`src/rtl/ss_disp_pkg.sv`:
```
// Shared constants for the seven-segment display mux.
// Glyphs are active low, bit order abcdefg (a = bit 6).
package ss_disp_pkg;

  localparam logic [6:0] SEG_0     = 7'b0000001;
  localparam logic [6:0] SEG_1     = 7'b1001111;
  localparam logic [6:0] SEG_2     = 7'b0010010;
  localparam logic [6:0] SEG_3     = 7'b0000110;
  localparam logic [6:0] SEG_4     = 7'b1001100;
  localparam logic [6:0] SEG_5     = 7'b0100100;
  localparam logic [6:0] SEG_6     = 7'b0100000;
  localparam logic [6:0] SEG_7     = 7'b0001111;
  localparam logic [6:0] SEG_8     = 7'b0000000;
  localparam logic [6:0] SEG_9     = 7'b0000100;
  localparam logic [6:0] SEG_A     = 7'b0001000;
  localparam logic [6:0] SEG_B     = 7'b1100000;
  localparam logic [6:0] SEG_C     = 7'b0110001;
  localparam logic [6:0] SEG_D     = 7'b1000010;
  localparam logic [6:0] SEG_E     = 7'b0110000;
  localparam logic [6:0] SEG_F     = 7'b0111000;
  localparam logic [6:0] SEG_BLANK = 7'b1111111;

endpackage

```
`src/rtl/ss_hex_dec.sv`:
```
// Combinational 4-bit value to active-low segment decoder.
// Hex glyphs for 10..15 only when HEX_EN is set, else blank.
module ss_hex_dec
  import ss_disp_pkg::*;
#(
  parameter int HEX_EN = 0
) (
  input  logic [3:0] val_i,
  input  logic       blank_i,
  output logic [6:0] seg_o
);

  localparam bit HEX = (HEX_EN != 0);

  logic [6:0] glyph;

  // Value to glyph lookup, then forced blank override.
  always_comb begin
    glyph = SEG_BLANK;
    unique case (val_i)
      4'd0:  glyph = SEG_0;
      4'd1:  glyph = SEG_1;
      4'd2:  glyph = SEG_2;
      4'd3:  glyph = SEG_3;
      4'd4:  glyph = SEG_4;
      4'd5:  glyph = SEG_5;
      4'd6:  glyph = SEG_6;
      4'd7:  glyph = SEG_7;
      4'd8:  glyph = SEG_8;
      4'd9:  glyph = SEG_9;
      4'd10: glyph = HEX ? SEG_A : SEG_BLANK;
      4'd11: glyph = HEX ? SEG_B : SEG_BLANK;
      4'd12: glyph = HEX ? SEG_C : SEG_BLANK;
      4'd13: glyph = HEX ? SEG_D : SEG_BLANK;
      4'd14: glyph = HEX ? SEG_E : SEG_BLANK;
      4'd15: glyph = HEX ? SEG_F : SEG_BLANK;
    endcase
    seg_o = blank_i ? SEG_BLANK : glyph;
  end

endmodule

```
`src/rtl/ss_disp_mux.sv`:
```
// Time-multiplexed common-anode seven-segment driver.
// Prescaler, digit index, scan snapshot, LZ blanking, output regs.
module ss_disp_mux
  import ss_disp_pkg::*;
#(
  parameter int NUM_DIGITS = 4,
  parameter int TICK_DIV   = 100000,
  parameter int DEAD_CYC   = 2,
  parameter int HEX_EN     = 0
) (
  input  logic                    clk,
  input  logic                    rst_n,
  input  logic                    en,
  input  logic [4*NUM_DIGITS-1:0] digits,
  input  logic [NUM_DIGITS-1:0]   dp_in,
  input  logic [NUM_DIGITS-1:0]   blank_in,
  input  logic                    lz_blank,
  output logic [6:0]              seg,
  output logic                    dp,
  output logic [NUM_DIGITS-1:0]   an
);

  localparam int IW = $clog2(NUM_DIGITS);
  localparam int CW = $clog2(TICK_DIV);
  localparam int DW = 4 * NUM_DIGITS;

  localparam logic [CW-1:0] CNT_MAX = CW'(TICK_DIV - 1);
  localparam logic [CW-1:0] DEAD    = CW'(DEAD_CYC);
  localparam logic [IW-1:0] IDX_MAX = IW'(NUM_DIGITS - 1);

  logic [CW-1:0]         cnt_q, cnt_d;
  logic [IW-1:0]         idx_q, idx_d;
  logic                  run_q, run_d;
  logic [DW-1:0]         dig_q, dig_d;
  logic [NUM_DIGITS-1:0] dpi_q, dpi_d;
  logic [NUM_DIGITS-1:0] blk_q, blk_d;
  logic                  lz_q, lz_d;

  logic [NUM_DIGITS-1:0] an_q, an_d;
  logic [6:0]            seg_q, seg_d;
  logic                  dp_q, dp_d;

  logic                  take;
  logic [NUM_DIGITS-1:0] lz_mask;
  logic                  zero_above;
  logic [3:0]            sel_val;
  logic                  sel_blank;
  logic                  sel_dp;
  logic [6:0]            dec_seg;
  logic                  active;

  // Scan sequencing and snapshot capture.
  // A new snapshot is taken at scan start or on enable rising.
  always_comb begin
    run_d = en;
    cnt_d = cnt_q;
    idx_d = idx_q;
    take  = 1'b0;
    if (!en) begin
      cnt_d = '0;
      idx_d = '0;
    end else if (!run_q) begin
      cnt_d = '0;
      idx_d = '0;
      take  = 1'b1;
    end else if (cnt_q == CNT_MAX) begin
      cnt_d = '0;
      if (idx_q == IDX_MAX) begin
        idx_d = '0;
        take  = 1'b1;
      end else begin
        idx_d = idx_q + 1'b1;
      end
    end else begin
      cnt_d = cnt_q + 1'b1;
    end
    dig_d = take ? digits   : dig_q;
    dpi_d = take ? dp_in    : dpi_q;
    blk_d = take ? blank_in : blk_q;
    lz_d  = take ? lz_blank : lz_q;
  end

  // Leading-zero mask: blank a zero digit when all higher ones are zero.
  always_comb begin
    lz_mask    = '0;
    zero_above = 1'b1;
    for (int i = NUM_DIGITS - 1; i >= 0; i--) begin
      zero_above = zero_above && (dig_d[4*i +: 4] == 4'd0);
      lz_mask[i] = lz_d && (i != 0) && zero_above;
    end
  end

  // Pick the digit addressed by the next-state index.
  always_comb begin
    sel_val   = '0;
    sel_blank = 1'b0;
    sel_dp    = 1'b0;
    for (int i = 0; i < NUM_DIGITS; i++) begin
      if (idx_d == IW'(i)) begin
        sel_val   = dig_d[4*i +: 4];
        sel_blank = blk_d[i] | lz_mask[i];
        sel_dp    = dpi_d[i];
      end
    end
  end

  ss_hex_dec #(
    .HEX_EN (HEX_EN)
  ) u_dec (
    .val_i   (sel_val),
    .blank_i (sel_blank),
    .seg_o   (dec_seg)
  );

  // Output next-state; dead time at slot start keeps all lines off.
  always_comb begin
    active = en && (cnt_d >= DEAD);
    an_d   = '1;
    seg_d  = SEG_BLANK;
    dp_d   = 1'b1;
    if (active) begin
      an_d  = ~({{(NUM_DIGITS-1){1'b0}}, 1'b1} << idx_d);
      seg_d = dec_seg;
      dp_d  = ~sel_dp;
    end
  end

  // State and registered outputs.
  always_ff @(posedge clk or negedge rst_n) begin
    if (!rst_n) begin
      cnt_q <= '0;
      idx_q <= '0;
      run_q <= 1'b0;
      dig_q <= '0;
      dpi_q <= '0;
      blk_q <= '0;
      lz_q  <= 1'b0;
      an_q  <= '1;
      seg_q <= SEG_BLANK;
      dp_q  <= 1'b1;
    end else begin
      cnt_q <= cnt_d;
      idx_q <= idx_d;
      run_q <= run_d;
      dig_q <= dig_d;
      dpi_q <= dpi_d;
      blk_q <= blk_d;
      lz_q  <= lz_d;
      an_q  <= an_d;
      seg_q <= seg_d;
      dp_q  <= dp_d;
    end
  end

  assign an  = an_q;
  assign seg = seg_q;
  assign dp  = dp_q;

endmodule
```
`config.mk`:
```
export PLATFORM = sky130hd
export DESIGN_NAME = ss_disp_mux
export DESIGN_NICKNAME = d
export VERILOG_FILES = /design/src/rtl/ss_disp_pkg.sv /design/src/rtl/ss_hex_dec.sv /design/src/rtl/ss_disp_mux.sv
export SDC_FILE = /design/constraint.sdc
export NUM_CORES = 1
export LEC_CHECK = 0
export BUFFER_PORTS_ARGS = -buffer_cell sky130_fd_sc_hd__buf_2
export CAP_MARGIN = 20
export CORE_MARGIN = 2
export CORE_UTILIZATION = 52
export CTS_BUF_LIST = sky130_fd_sc_hd__clkbuf_16
export DETAILED_ROUTE_END_ITERATION = 8
export PLACE_DENSITY = 0.72
export SLEW_MARGIN = 15
export SYNTH_ARGS = -nofsm -noshare
export SYNTH_HDL_FRONTEND = slang
export SYNTH_SLANG_ARGS = --single-unit
```
`constraint.sdc`:
```
create_clock -name clk -period 4 [get_ports clk]
set_clock_uncertainty 0.1 [all_clocks]
set_input_delay 0.8 -clock clk [delete_from_list [all_inputs] [get_ports clk]]
set_output_delay 0.8 -clock clk [all_outputs]
set_load 0.005 [all_outputs]
```
==> results of run 1 <==
## kinds of logic (layout without fill, tap and decap cells)
family | count (synthesis) | in the layout | share of synthesized area [%]
AOI/OAI and AO/OA | 91 | 91 | 19.0
xor gates and xnor gates | 19 | 19 | 4.64
adders and majority gates | 8 | 8 | 2.79
buffers and inverters | 52 | 94 | 6.48
DFF | 57 | 57 | 40.2
muxes | 17 | 17 | 5.58
and+or+nand+nor | 140 | 140 | 21.3
## routing by layer
layer | global-route usage, % | vias up | part of all wire (%)
met5 | 0 | - | 0
met3 | 6.07 | 10 | 5.8
met2 | 35.5 | 104 | 45
met1 | 35.6 | 1484 | 48
met4 | 8.10 | 0 | 1.3
li1 | - | 1474 | -
## power by group through the flow
stage	Combinational (mW)	Sequential (mW)	Clock (mW)
2_1_floorplan	0.119	0.632	0
3_3_place_gp	0.177	0.637	0
3_5_place_dp	0.178	0.638	0
4_1_cts	0.181	0.629	0.732
5_1_grt	0.202	0.633	0.755
6_report	0.181	0.630	0.717
## area by class of cell
cell class | count | area (sq um) | area share [%]
timing repair buffer | 51 | 285 | 6.92
clock inverter | 7 | 55.1 | 1.34
multi-input combinational | 275 | 1910 | 46.4
clock buffer | 9 | 225 | 5.46
inverter | 27 | 101 | 2.46
sequential | 57 | 1440 | 35.0
tap | 80 | 100 | 2.43
## flip-flops by register name, summed over array words and instances, names as in the netlist
| signal | count |
|---|---|
| blk_q | 4 |
| seg | 7 |
| dpi_q | 4 |
| dp | 1 |
| run_q | 1 |
| dig_q | 16 |
| lz_q | 1 |
| cnt_q | 17 |
| an | 4 |
| idx_q | 2 |
## worst register-to-register path, stage by stage, from the launching register on
cell      delay (ps)
dfrtp_1          460
nor4b_4          340
buf_4            250
and4_1           250
buf_4            250
mux2i_4          400
inv_2            140
o311a_1          140
a31oi_1          420
inv_1            130
ha_1             230
inv_1             70
nor2_1            50
a211oi_1         230
o21ai_1           90
## synth_stat cells, types with 8 or more instances
library cell / count / area [sq um]
nand2b_1: 19 / 119
buf_2: 9 / 45.0
a21oi_1: 15 / 75.1
o221ai_1: 12 / 105
nor2_1: 28 / 105
xnor2_1: 11 / 96.3
xor2_1: 8 / 70.1
a211o_1: 10 / 87.6
a211oi_1: 8 / 60.1
dfrtp_1: 45 / 1130
ha_1: 8 / 100
nand3_1: 8 / 40.0
a41oi_1: 12 / 105
nand2_1: 29 / 109
o21ai_1: 8 / 40.0
inv_1: 23 / 86.3
dfstp_2: 12 / 315
mux2_2: 9 / 101
and3_1: 19 / 119
clkbuf_1: 11 / 41.3
## stage by stage
| step | utilization, % | cells | cell area (sq um) | worst slack [ps] | hold slack (ps) |
|---|---|---|---|---|---|
| floorplan | - | 384 | 3590 | 768 | 351 |
| global placement | 57.2 | 490 | 3840 | 594 | 360 |
| detailed placement | 57.2 | 490 | 3840 | 426 | 371 |
| CTS | 61.4 | 506 | 4120 | 416 | 382 |
| global route | 61.4 | 506 | 4120 | 73.0 | 415 |
| finish | 61.4 | 506 | 4120 | 371 | 382 |
## how the worst max path moves through the flow
stage | cells after the start | slack (ps) | to | from
floorplan | 17 | 770 | seg[6] | cnt_q[0]
global placement | 9 | 590 | seg[2] | en
detailed placement | 14 | 430 | seg[6] | cnt_q[5]
CTS | 14 | 420 | seg[6] | cnt_q[5]
global route | 14 | 70 | seg[6] | cnt_q[5]
finish | 14 | 370 | seg[6] | cnt_q[5]
==> run metrics, run 1 <==
status=complete, no violations; Port Buffers=39; Seq/Total Area, Yosys=40.2%; slew at the pin closest to its max-slew limit=a little under 1000 ps; RSZ-0062 raised after global routing=false; IO Pins=40; CP Capture Type=register; number of gates resized after cts=0; Reg-to-Reg End=seg[6]; Sw Share=around 24%; vias in the first global route=between 2,000 and 3,000; P_leak=roughly 1.9 nW; Total Neg Setup Slack=0 ps; Crit Reg-Reg Startpoint=cnt_q[5]; DRC errors left=0; Hold Path Depth=1; max-slew violations=0; ys flop type=dfrtp_1; Fillers=573; Crit path required time=roughly 4100 ps; Final Power=around 1.5 mW; Reg2Reg Depth=14; core area=6720 sq um; Initial Util=53.4%; Pint=between 1 and 1.5 mW; DR vias=a little over 3,000; most common cell after layout, fill and taps aside=dfrtp_1; critical path class=reg2reg; Flop pwr share=about two fifths; Cell variety after synth=slightly below 60; Max-Cap Viols=0; most frequent cells in the layout=dfrtp_1 (45), buf_2 (39), nand2_1 (29), nor2_1 (28), inv_1 (26); Rows=30; combinational power share=11.8%; Hold Crit Start=blk_q[0]; Via density=6.07; layout cells sized above 1=between 20% and 30%; Chip Height=87.1 microns; first-pass GRT wire length=about 14,000 microns; hold buffer count at cts=0; Final ANT Viol Nets=0; largest net degree at the start of global routing=43; Synth Area per Inst=a little over 9 sq um; HP Class=reg2reg; Worst Path Arrival=3770 ps; Skew-Pair Late Insertion Delay=between 300 and 400 ps; synthesized netlist cell count=between 300 and 400; Setup crit start kind=register; clock sinks=57; Die ar.=about 7600 sq um; CTS tree=done; gr usage total=about 24%; post-DP HPWL=5920 microns; EDFF count, synth=0; R2R Setup Slk=about 370 ps; CP max stage delay=between 400 and 500 ps; Relative slew margins=between 30% and 40%; CTS Buffer Depth=2; CP bufs+invs=5; final period utilization=90.7%; post-CTS setup buffers=0; average routed wire per standard cell=about 17 microns; Period minus WS final=around 3600 ps; total gr overflow=0; CP Max Fanout=15; clock network power share=roughly 47%; Mapped Area=about 3600 sq um; Yosys reg bits=57; number of CTS-inserted buffers=9; Area Overhead vs Synth=14.9%; antenna fix cells=0; gpl congestion=0.860; Slowest-stage cell, CP=dfrtp_1; drt pass-1 iters=5; clk slew on worst S/H paths=~50 ps; worst path cell trace=nor4b_4 > buf_4 > and4_1 > buf_4 > mux2i_4 > inv_2 > o311a_1 > a31oi_1 > inv_1 > ha_1 > inv_1 > nor2_1 > a211oi_1 > o21ai_1; syn_nets=420; fraction of registers with async set/reset=100%; Worst Hold End=blk_q[0]; final setup fails=0; CTS root buffer=clkbuf_16; Starting DRT DRC Count=252; Power Density=between 300 and 400 nW/um^2; H-tree depth=3; warnings from Yosys=0; final wirelength=roughly 8700 microns; Layout Nets=457; Hold Vio Cnt, Final=0; CP delay by family, top=compound AO/OA/AOI/OAI gates; fmax=0.276 GHz; P_sw=about 0.37 mW; maximum vdd drop=around 0.23 mV; Die X=87.1 microns; initial antenna violation count=0
Note: power is estimated with default switching activity, not from simulation.
==> inputs of run 2 (changes only) <==
==> constraint.sdc (replaced) <==
create_clock -name clk -period 3.7 [get_ports clk]
set_clock_uncertainty 0.1 [all_clocks]
set_input_delay 0.74 -clock clk [delete_from_list [all_inputs] [get_ports clk]]
set_output_delay 0.74 -clock clk [all_outputs]
set_load 0.005 [all_outputs]
==> run 2 against run 1 <==
Flip-flop and latch count stayed put. First-iteration DRC count is 6.3% lower. Non-clock buffer count is 2 higher. Clock-buffer cell count stayed put. Combinational power is 8% higher. Clock power is 20% higher. Utilization is 0.95 points higher. Sequential share of layout area is 0.53 points lower. Cell count is 0.40% higher. Global-route usage is 0.41 points higher. Worst setup slack worse by 88 ps. Power is 14% higher. Largest power group unchanged. Highest routed layer unchanged.
==> run metrics, run 2 (synthesis gave the netlist of run 1 again) <==
CP max stage delay=410 ps (-50 ps); CTS Buffer Depth=2 (unchanged); DR vias=3,097 (+0.81%); max-slew violations=0 (unchanged); Max-Cap Viols=0 (unchanged); Chip Height=87.1 microns (unchanged); hold buffer count at cts=0 (unchanged); layout cells sized above 1=23.8% (+1.1 points); number of CTS-inserted buffers=9 (unchanged); Period minus WS final=3420 ps (-212 ps); Final ANT Viol Nets=0 (unchanged); first-pass GRT wire length=14,500 microns (+1.2%); gr usage total=24.8% (+0.41 points); Hold Vio Cnt, Final=0 (unchanged); most common cell after layout, fill and taps aside=dfrtp_1; H-tree depth=3 (unchanged); Crit Reg-Reg Startpoint=cnt_q[0]; Layout Nets=459 (+0.44%); Flop pwr share=39.3% (-1.9 points); Total Neg Setup Slack=0 ps (unchanged); CTS root buffer=clkbuf_16; final setup fails=0 (unchanged); Pint=1.33 mW (+15%); Fillers=562 (-1.9%); clk slew on worst S/H paths=50 ps (about the same); Reg-to-Reg End=seg[6]; final period utilization=92.3% (+1.6 points); max reg flops=17 (unchanged); post-DP HPWL=5970 microns (+0.77%); CP Max Fanout=14 (-1); Starting DRT DRC Count=236 (-6.3%); fmax=0.293 GHz (+6.2%); largest register by flop count=cnt_q; antenna fix cells=0 (unchanged); P_leak=1.87 nW (+0.77%); CP Capture Type=register; RSZ-0062 raised after global routing=false; core area=6720 sq um (unchanged); vias in the first global route=2,982 (+3.4%); Die X=87.1 microns (unchanged); gpl congestion=0.865 (+0.56%); DRC errors left=0 (unchanged); Rows=30 (unchanged); final cell count without fillers=508 (+0.40%); Reg2Reg Depth=13 (-1); Initial Util=53.4% (unchanged); combinational power share=11.2% (-0.6 points); Via density=6.10 (+0.42%); maximum vdd drop=0.325 mV (+40%); CTS tree=done; number of gates resized after cts=0 (unchanged); Setup crit start kind=register; Worst Path Arrival=3550 ps (-220 ps); Post-DP Area=3870 sq um (+0.72%); Slowest-stage cell, CP=dfrtp_1; largest net degree at the start of global routing=35 (-19%); R2R Setup Slk=280 ps (-90 ps); clock network power share=49.5% (+2.6 points); Port Buffers=39 (unchanged); drt pass-1 iters=4 (-1); P_sw=0.411 mW (+11%); critical path class=reg2reg; Die ar.=7580 sq um (unchanged); status=complete, no violations; post-CTS setup buffers=0 (unchanged); average routed wire per standard cell=17.5 microns (+2.3%); slew at the pin closest to its max-slew limit=697 ps (-274 ps); Relative slew margins=53.5% (+18 points); Crit path required time=3840 ps (-300 ps); final wirelength=8910 microns (+2.7%); total gr overflow=0 (unchanged); initial antenna violation count=0 (unchanged); HP Class=in2async; placed insts=492 (+0.41%); most frequent cells in the layout=dfrtp_1 (45), buf_2 (39), nand2_1 (29), nor2_1 (28), inv_1 (23); Power Density=415 nW/um^2 (+12%); worst path cell trace=ha_1 > and4_1 > and4_1 > mux2_4 > inv_2 > o21ai_0 > a31oi_2 > inv_1 > ha_1 > inv_1 > nor2_1 > a211oi_1 > o21ai_1; Skew-Pair Late Insertion Delay=320 ps (about the same); post-route cell area=4190 sq um (+1.5%); IO Pins=40 (unchanged); Final Core Density=62.3% (+0.95 points); Hold WS=259 ps (-123 ps); clock sinks=57 (unchanged); Area Overhead vs Synth=16.7%; Sw Share=23.6% (-0.58 points)
==> run 2: final cells by class <==
cell class / instances / area, sq um / area share (%)
multi-input cells: 275 / 1920 / 45.9
flip-flops and latches: 57 / 1440 / 34.4
repair buffers: 53 / 313 / 7.47
clock buffers: 9 / 225 / 5.38
inverters: 27 / 101 / 2.42
well taps: 80 / 100 / 2.39
clock inverters: 7 / 85.1 / 2.03
==> run 2: stage by stage <==
stage | power [mW] | setup WS [ps]
2_1_floorplan | 0.812 | 468
3_3_place_gp | 0.876 | 382
3_5_place_dp | 0.885 | 249
4_1_cts | 1.75 | 197
5_1_grt | 1.82 | 23.5
6_report | 1.74 | 283
==> run 2: worst max-delay path: cells and delay by family (launching register included) <==
family	cells	cell delay, ps
AOI/OAI and AO/OA	4	910
adders and majority gates	2	480
buffers and inverters	3	400
DFF	1	410
muxes	1	410
and+or+nand+nor	3	630
==> run 2: how the worst max path moves through the flow <==
| stage | startpoint | to | slack [ps] | depth (start not counted) |
|---|---|---|---|---|
| after floorplan | cnt_q[0] | seg[6] | 470 | 17 |
| after global placement | cnt_q[0] | seg[6] | 380 | 14 |
| after detailed placement | cnt_q[0] | seg[6] | 250 | 14 |
| after CTS | cnt_q[0] | seg[6] | 200 | 14 |
| after global routing | cnt_q[0] | seg[6] | 20 | 14 |
| final | cnt_q[0] | seg[6] | 280 | 13 |
==> run 2: per-layer routing <==
layer	routed length, microns	share of wire (%)	GRT usage, %	vias to the layer above
met4	148	1.7	7.67	0
met2	4160	47	39.1	111
met1	4010	45	33.8	1494
met3	587	6.6	6.16	18
met5	0	0	0	-
li1	-	-	-	1474
==> run 2: power by group through the flow <==
stage	logic (mW)	registers, mW	clock network (mW)
CTS	0.195	0.682	0.876
detailed placement	0.193	0.692	0
floorplan	0.129	0.683	0
finish	0.195	0.683	0.861
global placement	0.186	0.691	0
global route	0.218	0.687	0.911
